==> src/rtl/fetch_ctrl_pkg.sv <==
// fetch_ctrl_pkg: shared definitions for the instruction fetch controller.
//   - widths of the instruction index and instruction word
//   - FSM state encoding used by fetch_ctrl
//   - the packed fetch-buffer entry layout and a small pc helper
package fetch_ctrl_pkg;

    localparam int unsigned PC_W       = 10;
    localparam int unsigned INSN_W     = 32;
    localparam int unsigned IMEM_WORDS = 1024;
    localparam int unsigned ENTRY_W    = PC_W + INSN_W;

    typedef enum logic [1:0] {
        StFetch = 2'd0,
        StStall = 2'd1,
        StHalt  = 2'd2
    } fetch_state_e;

    // One buffered instruction: the word and the index it was read from.
    typedef struct packed {
        logic [INSN_W-1:0] insn;
        logic [PC_W-1:0]   pc;
    } fetch_entry_t;

    // Sequential fetch: wraps naturally from IMEM_WORDS-1 back to 0.
    function automatic logic [PC_W-1:0] pc_next(input logic [PC_W-1:0] pc);
        return pc + PC_W'(1);
    endfunction

endpackage

==> src/rtl/fetch_fifo.sv <==
// fetch_fifo: synchronous FIFO used as the fetch buffer.
// Ports:
//   clk, rst   - clock and synchronous active-high reset
//   push_i     - write wdata_i; accepted when not full, or when full and popping
//   pop_i      - drop the head entry; ignored when empty
//   flush_i    - discard all entries; overrides push and pop
//   wdata_i    - entry to write
//   rdata_o    - head entry (zero when empty)
//   full_o, empty_o, count_o - occupancy
module fetch_fifo #(
    parameter int unsigned DEPTH = 2,
    parameter int unsigned WIDTH = 42,
    localparam int unsigned CNT_W = $clog2(DEPTH + 1)
) (
    input  logic             clk,
    input  logic             rst,
    input  logic             push_i,
    input  logic             pop_i,
    input  logic             flush_i,
    input  logic [WIDTH-1:0] wdata_i,
    output logic [WIDTH-1:0] rdata_o,
    output logic             full_o,
    output logic             empty_o,
    output logic [CNT_W-1:0] count_o
);

    localparam int unsigned PTR_W = (DEPTH > 1) ? $clog2(DEPTH) : 1;
    localparam logic [PTR_W-1:0] LAST_IDX = PTR_W'(DEPTH - 1);
    localparam logic [CNT_W-1:0] FULL_CNT = CNT_W'(DEPTH);

    logic [WIDTH-1:0] mem_q [DEPTH];
    logic [PTR_W-1:0] wr_ptr_q, wr_ptr_d;
    logic [PTR_W-1:0] rd_ptr_q, rd_ptr_d;
    logic [CNT_W-1:0] count_q, count_d;
    logic             do_push;
    logic             do_pop;

    function automatic logic [PTR_W-1:0] ptr_inc(input logic [PTR_W-1:0] p);
        return (p == LAST_IDX) ? '0 : p + PTR_W'(1);
    endfunction

    assign full_o  = (count_q == FULL_CNT);
    assign empty_o = (count_q == '0);
    assign count_o = count_q;

    // Gated so an empty buffer presents zeros rather than stale storage.
    assign rdata_o = empty_o ? '0 : mem_q[rd_ptr_q];

    // A push into a full buffer is only legal when the head leaves this cycle.
    assign do_pop  = pop_i && !empty_o && !flush_i;
    assign do_push = push_i && (!full_o || do_pop) && !flush_i;

    always_comb begin
        wr_ptr_d = wr_ptr_q;
        rd_ptr_d = rd_ptr_q;
        count_d  = count_q;
        if (flush_i) begin
            wr_ptr_d = '0;
            rd_ptr_d = '0;
            count_d  = '0;
        end else begin
            if (do_push) begin
                wr_ptr_d = ptr_inc(wr_ptr_q);
            end
            if (do_pop) begin
                rd_ptr_d = ptr_inc(rd_ptr_q);
            end
            unique case ({do_push, do_pop})
                2'b10:   count_d = count_q + CNT_W'(1);
                2'b01:   count_d = count_q - CNT_W'(1);
                default: count_d = count_q;
            endcase
        end
    end

    always_ff @(posedge clk) begin
        if (rst) begin
            wr_ptr_q <= '0;
            rd_ptr_q <= '0;
            count_q  <= '0;
        end else begin
            wr_ptr_q <= wr_ptr_d;
            rd_ptr_q <= rd_ptr_d;
            count_q  <= count_d;
        end
    end

    // Storage needs no reset: every read of it is qualified by count.
    always_ff @(posedge clk) begin
        if (do_push) begin
            mem_q[wr_ptr_q] <= wdata_i;
        end
    end

endmodule

==> src/rtl/fetch_ctrl.sv <==
// fetch_ctrl: instruction fetch controller with a small fetch buffer.
// Drives pc_out to a combinational instruction memory, captures
// {insn_out, pc_out} into the buffer and hands the head to decode through a
// valid/ready handshake. Supports redirects (flush + new pc) and halting.
// Ports:
//   clk, rst                  - clock, synchronous active-high reset
//   pc_out, insn_out          - instruction memory address / read data
//   if_valid, if_ready        - decode handshake on the buffer head
//   if_insn, if_pc            - head instruction and its index
//   redirect_valid/pc         - single-cycle redirect request and target
//   halt_req, halted          - level halt request / halted-and-drained status
// Optional feature: define FETCH_PERF_CNT_EN to add fetch_cnt (pushes) and
// stall_cnt (cycles spent in STALL) outputs.
module fetch_ctrl
    import fetch_ctrl_pkg::*;
#(
    parameter logic [PC_W-1:0] RESET_PC = 10'd0,
    parameter int unsigned     DEPTH    = 2
) (
    input  logic              clk,
    input  logic              rst,
    output logic [PC_W-1:0]   pc_out,
    input  logic [INSN_W-1:0] insn_out,
    output logic              if_valid,
    input  logic              if_ready,
    output logic [INSN_W-1:0] if_insn,
    output logic [PC_W-1:0]   if_pc,
    input  logic              redirect_valid,
    input  logic [PC_W-1:0]   redirect_pc,
    input  logic              halt_req,
    output logic              halted
`ifdef FETCH_PERF_CNT_EN
    ,
    output logic [31:0]       fetch_cnt,
    output logic [31:0]       stall_cnt
`endif
);

    localparam int unsigned CNT_W = $clog2(DEPTH + 1);

    fetch_state_e     state_q, state_d;
    logic [PC_W-1:0]  pc_q, pc_d;

    logic             fifo_push;
    logic             fifo_pop;
    logic             fifo_full;
    logic             fifo_empty;
    logic [CNT_W-1:0] fifo_count;
    fetch_entry_t     wr_entry;
    fetch_entry_t     rd_entry;

    // Redirect freezes the handshake for one cycle: the head shown that
    // cycle is thrown away by the flush rather than consumed.
    assign fifo_pop  = if_valid && if_ready && !redirect_valid;
    assign fifo_push = (state_q == StFetch) && (!fifo_full || fifo_pop) && !redirect_valid;

    assign wr_entry.insn = insn_out;
    assign wr_entry.pc   = pc_q;

    fetch_fifo #(
        .DEPTH (DEPTH),
        .WIDTH (ENTRY_W)
    ) u_fifo (
        .clk     (clk),
        .rst     (rst),
        .push_i  (fifo_push),
        .pop_i   (fifo_pop),
        .flush_i (redirect_valid),
        .wdata_i (wr_entry),
        .rdata_o (rd_entry),
        .full_o  (fifo_full),
        .empty_o (fifo_empty),
        .count_o (fifo_count)
    );

    assign pc_out   = pc_q;
    assign if_valid = (fifo_count != '0);
    assign if_insn  = rd_entry.insn;
    assign if_pc    = rd_entry.pc;
    assign halted   = (state_q == StHalt) && fifo_empty;

    // Next state: redirect beats halt, halt beats the fetch/stall flow.
    always_comb begin
        state_d = state_q;
        if (redirect_valid) begin
            state_d = StFetch;
        end else if (halt_req) begin
            state_d = StHalt;
        end else begin
            unique case (state_q)
                StFetch: if (fifo_full && !fifo_pop) state_d = StStall;
                StStall: if (fifo_pop) state_d = StFetch;
                StHalt:  state_d = StFetch;
                default: state_d = StFetch;
            endcase
        end
    end

    always_comb begin
        pc_d = pc_q;
        if (redirect_valid) begin
            pc_d = redirect_pc;
        end else if (fifo_push) begin
            pc_d = pc_next(pc_q);
        end
    end

    always_ff @(posedge clk) begin
        if (rst) begin
            state_q <= StFetch;
            pc_q    <= RESET_PC;
        end else begin
            state_q <= state_d;
            pc_q    <= pc_d;
        end
    end

`ifdef FETCH_PERF_CNT_EN
    logic [31:0] fetch_cnt_q;
    logic [31:0] stall_cnt_q;

    // Counters are statistics only: redirects do not clear them.
    always_ff @(posedge clk) begin
        if (rst) begin
            fetch_cnt_q <= '0;
            stall_cnt_q <= '0;
        end else begin
            if (fifo_push) begin
                fetch_cnt_q <= fetch_cnt_q + 32'd1;
            end
            if (state_q == StStall) begin
                stall_cnt_q <= stall_cnt_q + 32'd1;
            end
        end
    end

    assign fetch_cnt = fetch_cnt_q;
    assign stall_cnt = stall_cnt_q;
`endif

endmodule

==> config.mk <==
export PLATFORM = sky130hd
export DESIGN_NAME = fetch_ctrl
export DESIGN_NICKNAME = d
export VERILOG_FILES = /design/src/rtl/fetch_ctrl_pkg.sv /design/src/rtl/fetch_fifo.sv /design/src/rtl/fetch_ctrl.sv
export SDC_FILE = /design/constraint.sdc
export NUM_CORES = 1
export LEC_CHECK = 0
export ABC_CLOCK_PERIOD_IN_PS = 9400
export BUFFER_PORTS_ARGS = -buffer_cell sky130_fd_sc_hd__buf_2
export CORE_AREA = 2 2 86 88
export CTS_BUF_LIST = sky130_fd_sc_hd__clkbuf_4 sky130_fd_sc_hd__clkbuf_8
export DETAILED_ROUTE_END_ITERATION = 10
export DIE_AREA = 0 0 88 90
export GPL_ROUTABILITY_DRIVEN = 0
export PLACE_DENSITY = 0.88
export RECOVER_POWER = 25
export SYNTH_ARGS = -nofsm -noshare
export SYNTH_HDL_FRONTEND = slang
export SYNTH_HIERARCHICAL = 1
export SYNTH_SLANG_ARGS = --single-unit
==> constraint.sdc <==
create_clock -name clk -period 9.4 [get_ports clk]
set_clock_uncertainty 0.15 [all_clocks]
set_input_delay 0.94 -clock clk [delete_from_list [all_inputs] [get_ports clk]]
set_output_delay 0.94 -clock clk [all_outputs]
set_load 0.02 [all_outputs]
==> qor.csv <==
stage,metric,value,unit
critical_path,CP endpoint kind,flop,
sta,Final Hold Viols,0,
clock_network,deepest clock path buffer count,2,
sta,"Slew Viols, Final",0,
detailed_routing,drt pass-1 iters,4,
sta,relative slew slack,0.208,
critical_path,Startpoint Class,input pin,
floorplanning,io pins,101,
detailed_routing,WL final,7.18,mm
clock_network,CTS tree,done,
logic_synthesis,distinct cell type count after synthesis,35,
clock_network,H-Tree Depth,3,
logic_synthesis,Post-Synthesis Net Count,339,
clock_network,clock latency at the later pin of the worst-skew pair,350,ps
power,leakage dissipation,1.78,nW
clock_network,CTS Buf Count,9,
logic_synthesis,area fraction of the dominant cell type after synthesis,0.621,
clock_network,Clock Pin Slew Worst Setup and Hold Paths,80,ps
power,Comb pwr share,0.072,
grt,met3 GRT Util,0.0404,
layout,post-route cell area,0.00481,sq mm
sta,minimum clock period,3440,ps
grt,GR Util met1,0.268,
layout,Layout Nets,437,
critical_path,CP max FO,42,
power,switching power total,0.178,mW
floorplanning,Die H,90,um
critical_path,critical path arrival,3250,ps
logic_synthesis,cell count after synthesis,290,
clock_network,post-cts resize count,0,
floorplanning,Core Box Area,0.00702,sq mm
clock_network,post-CTS setup buffers,0,
sta,Least-Margin Pin Slew,1180,ps
sta,Final Cycle Share,0.366,
clock_network,CTS root buffer,clkbuf_8,
logic_synthesis,post-synthesis sequential area ratio,0.705,
place,Post-DP HPWL,4.74,mm
grt,initial antenna violation count,0,
sta,fmax,291,MHz
grt,GRT Max-Usage Layer,met2,
grt,Tot GR Track Use,0.188,
power,cell-internal power,0.622,mW
status,status,"complete, no violations",
detailed_routing,Final ANT Viol Nets,0,
logic_synthesis,YS warnings,6,
floorplanning,Die ar.,0.00792,sq mm
floorplanning,Initial Util,0.579,
logic_synthesis,Syn Area/Cell,14.0,sq um
detailed_routing,vias,2575,
logic_synthesis,Post-synth EDFFs,84,
power,pwr dens,166,mW/mm^2
grt,largest net degree at the start of global routing,44,
floorplanning,Die W,88,um
layout,share of cells above drive strength 1,0.295,
logic_synthesis,Yosys reg bits,101,
min_path,worst hold path type,reg -> reg,
logic_synthesis,synth top area cells,"edfxtp_1 (62%), mux2i_1 (10%), dfxtp_1 (8.4%)",
logic_synthesis,most area-hungry cell type in the Yosys netlist,edfxtp_1,
power,Seq pwr share,0.637,
critical_path,critical path class,in -> reg,
sta,RSZ-0062 raised after global routing,false,
flow_run,Max-cap violations,0,
sta,worst hold slack,367,ps
power,Clock Power Share,0.291,
logic_synthesis,Post-Synthesis Cell Area,0.00406,sq mm
power,Final Power,0.799,mW
place,Area after DPL,0.00465,sq mm
layout,Area growth syn-to-layout,18.5,%
floorplanning,row count,31,
layout,n_diodes,0,
detailed_routing,wire per inst,14.6,um
power,Worst VDD drop,0.0870,mV
logic_synthesis,Synth Flop Type,edfxtp_1,
layout,Final Core Density,0.685,
detailed_routing,DRC Markers,0,
detailed_routing,vias per cell,5.23,
grt,met2 Use GR,0.285,
place,# port buffers,100,
detailed_routing,drt initial violations,133,
sta,Final setup viols,0,
logic_synthesis,"FFs w/ async S/R, synth",0,
power,Switching Share,0.222,
clock_network,clock sink total,101,
grt,vias in the first global route,2400,
clock_network,hold buffers post-CTS,0,
grt,global-route wire length before repair,11.4,mm
critical_path,WP data required,9210,ps
sta,setup total negative slack,0,ps
grt,grt ovf,0,
==> routing by layer <==
layer  part of all wire  vias to the layer above
li1                   -                     1268
met1               0.45                     1207
met2               0.48                       89
met3              0.053                       11
met4              0.014                        0
met5                  0                        -
==> kinds of logic after synthesis <==
logic type / Yosys count / share of synthesized area
adders and majority gates: 2 / 0.00616
AOI/OAI and AO/OA: 29 / 0.0505
buffers and inverters: 22 / 0.0237
muxes: 43 / 0.107
xor gates and xnor gates: 3 / 0.00647
and+or+nand+nor: 90 / 0.101
DFF: 101 / 0.705
==> flip-flops by register name (all words and copies together) (netlist names), named ones only <==
| name | flops |
|---|---|
| u_fifo/mem_q | 84 |
| pc_out | 10 |
| state_q | 2 |
| u_fifo/count_o | 2 |
| u_fifo/rd_ptr_q | 1 |
| u_fifo/wr_ptr_q | 1 |
==> cells in the mapped netlist, drive strengths merged, types with 2 or more instances <==
library cell / instances
o31a: 2
edfxtp: 84
or4: 5
a21oi: 2
a311oi: 8
o21ai: 8
nor4: 2
clkbuf: 8
nand2: 3
dfxtp: 17
nand3: 5
inv: 7
mux2i: 42
ha: 2
buf: 6
xor2: 2
nor2: 63
or3: 4
o31ai: 5
==> layout by cell type (no fill, tap or decap), types with 2 or more instances in the layout <==
cell type,synthesis,layout
xor2_1,2,2
o31a_1,2,2
a311oi_1,8,8
buf_2,5,95
clkinv_1,1,4
mux2i_1,42,42
inv_1,7,7
o31ai_1,5,5
nor2_1,63,60
nand2_1,3,3
or3_1,4,4
or4_1,5,5
nand3_1,5,5
clkbuf_8,0,9
o21ai_0,8,8
clkbuf_1,8,5
nor2_4,0,3
edfxtp_1,84,84
a21oi_1,2,2
clkbuf_4,0,2
dfxtp_1,17,16
nor4_1,2,2
ha_1,2,2
==> critical path: stages <==
cell and delay [ps]:
buf_2 160, nand2b_4 160, o21a_1 370, nor3_1 230
inv_1 60, a211o_1 390, nor2_4 920
==> worst paths after layout <==
check | end | cells after the start | slack [ps] | startpoint
max | u_fifo/mem_q[0][28]$_DFFE_PP_ | 7 | 5960 | redirect_valid
max reg2reg | u_fifo/mem_q[0][28]$_DFFE_PP_ | 6 | 6190 | u_fifo/count_o[0]$_SDFFE_PP0P_
min | flop | 2 | 370 | u_fifo/rd_ptr_q$_SDFFE_PP0P_
min reg2reg | flop | 2 | 370 | u_fifo/rd_ptr_q$_SDFFE_PP0P_
==> power groups by stage <==
stage                     clock network [mW]  registers [mW]  logic [mW]
after floorplan                            0           0.521      0.0292
after global placement                     0           0.518      0.0567
after detailed placement                   0           0.519      0.0582
after CTS                              0.237           0.509      0.0583
after global routing                   0.257           0.511      0.0634
final                                  0.233           0.509      0.0576
==> through the flow <==
stage | worst slack, ps | instances
finish | 5960 | 492
global route | 5810 | 492
CTS | 5980 | 492
detailed placement | 5610 | 476
global placement | 5680 | 476
floorplan | 5010 | 290
==> area by class of cell <==
cell class	count	area, sq um
tap	99	124
clock inverter	5	27.5
fill	501	2210
inverter	8	30.0
multi-input combinational	167	1120
clock buffer	11	139
timing repair buffer	101	502
sequential	101	2860
(Power assumes the default switching activity.)
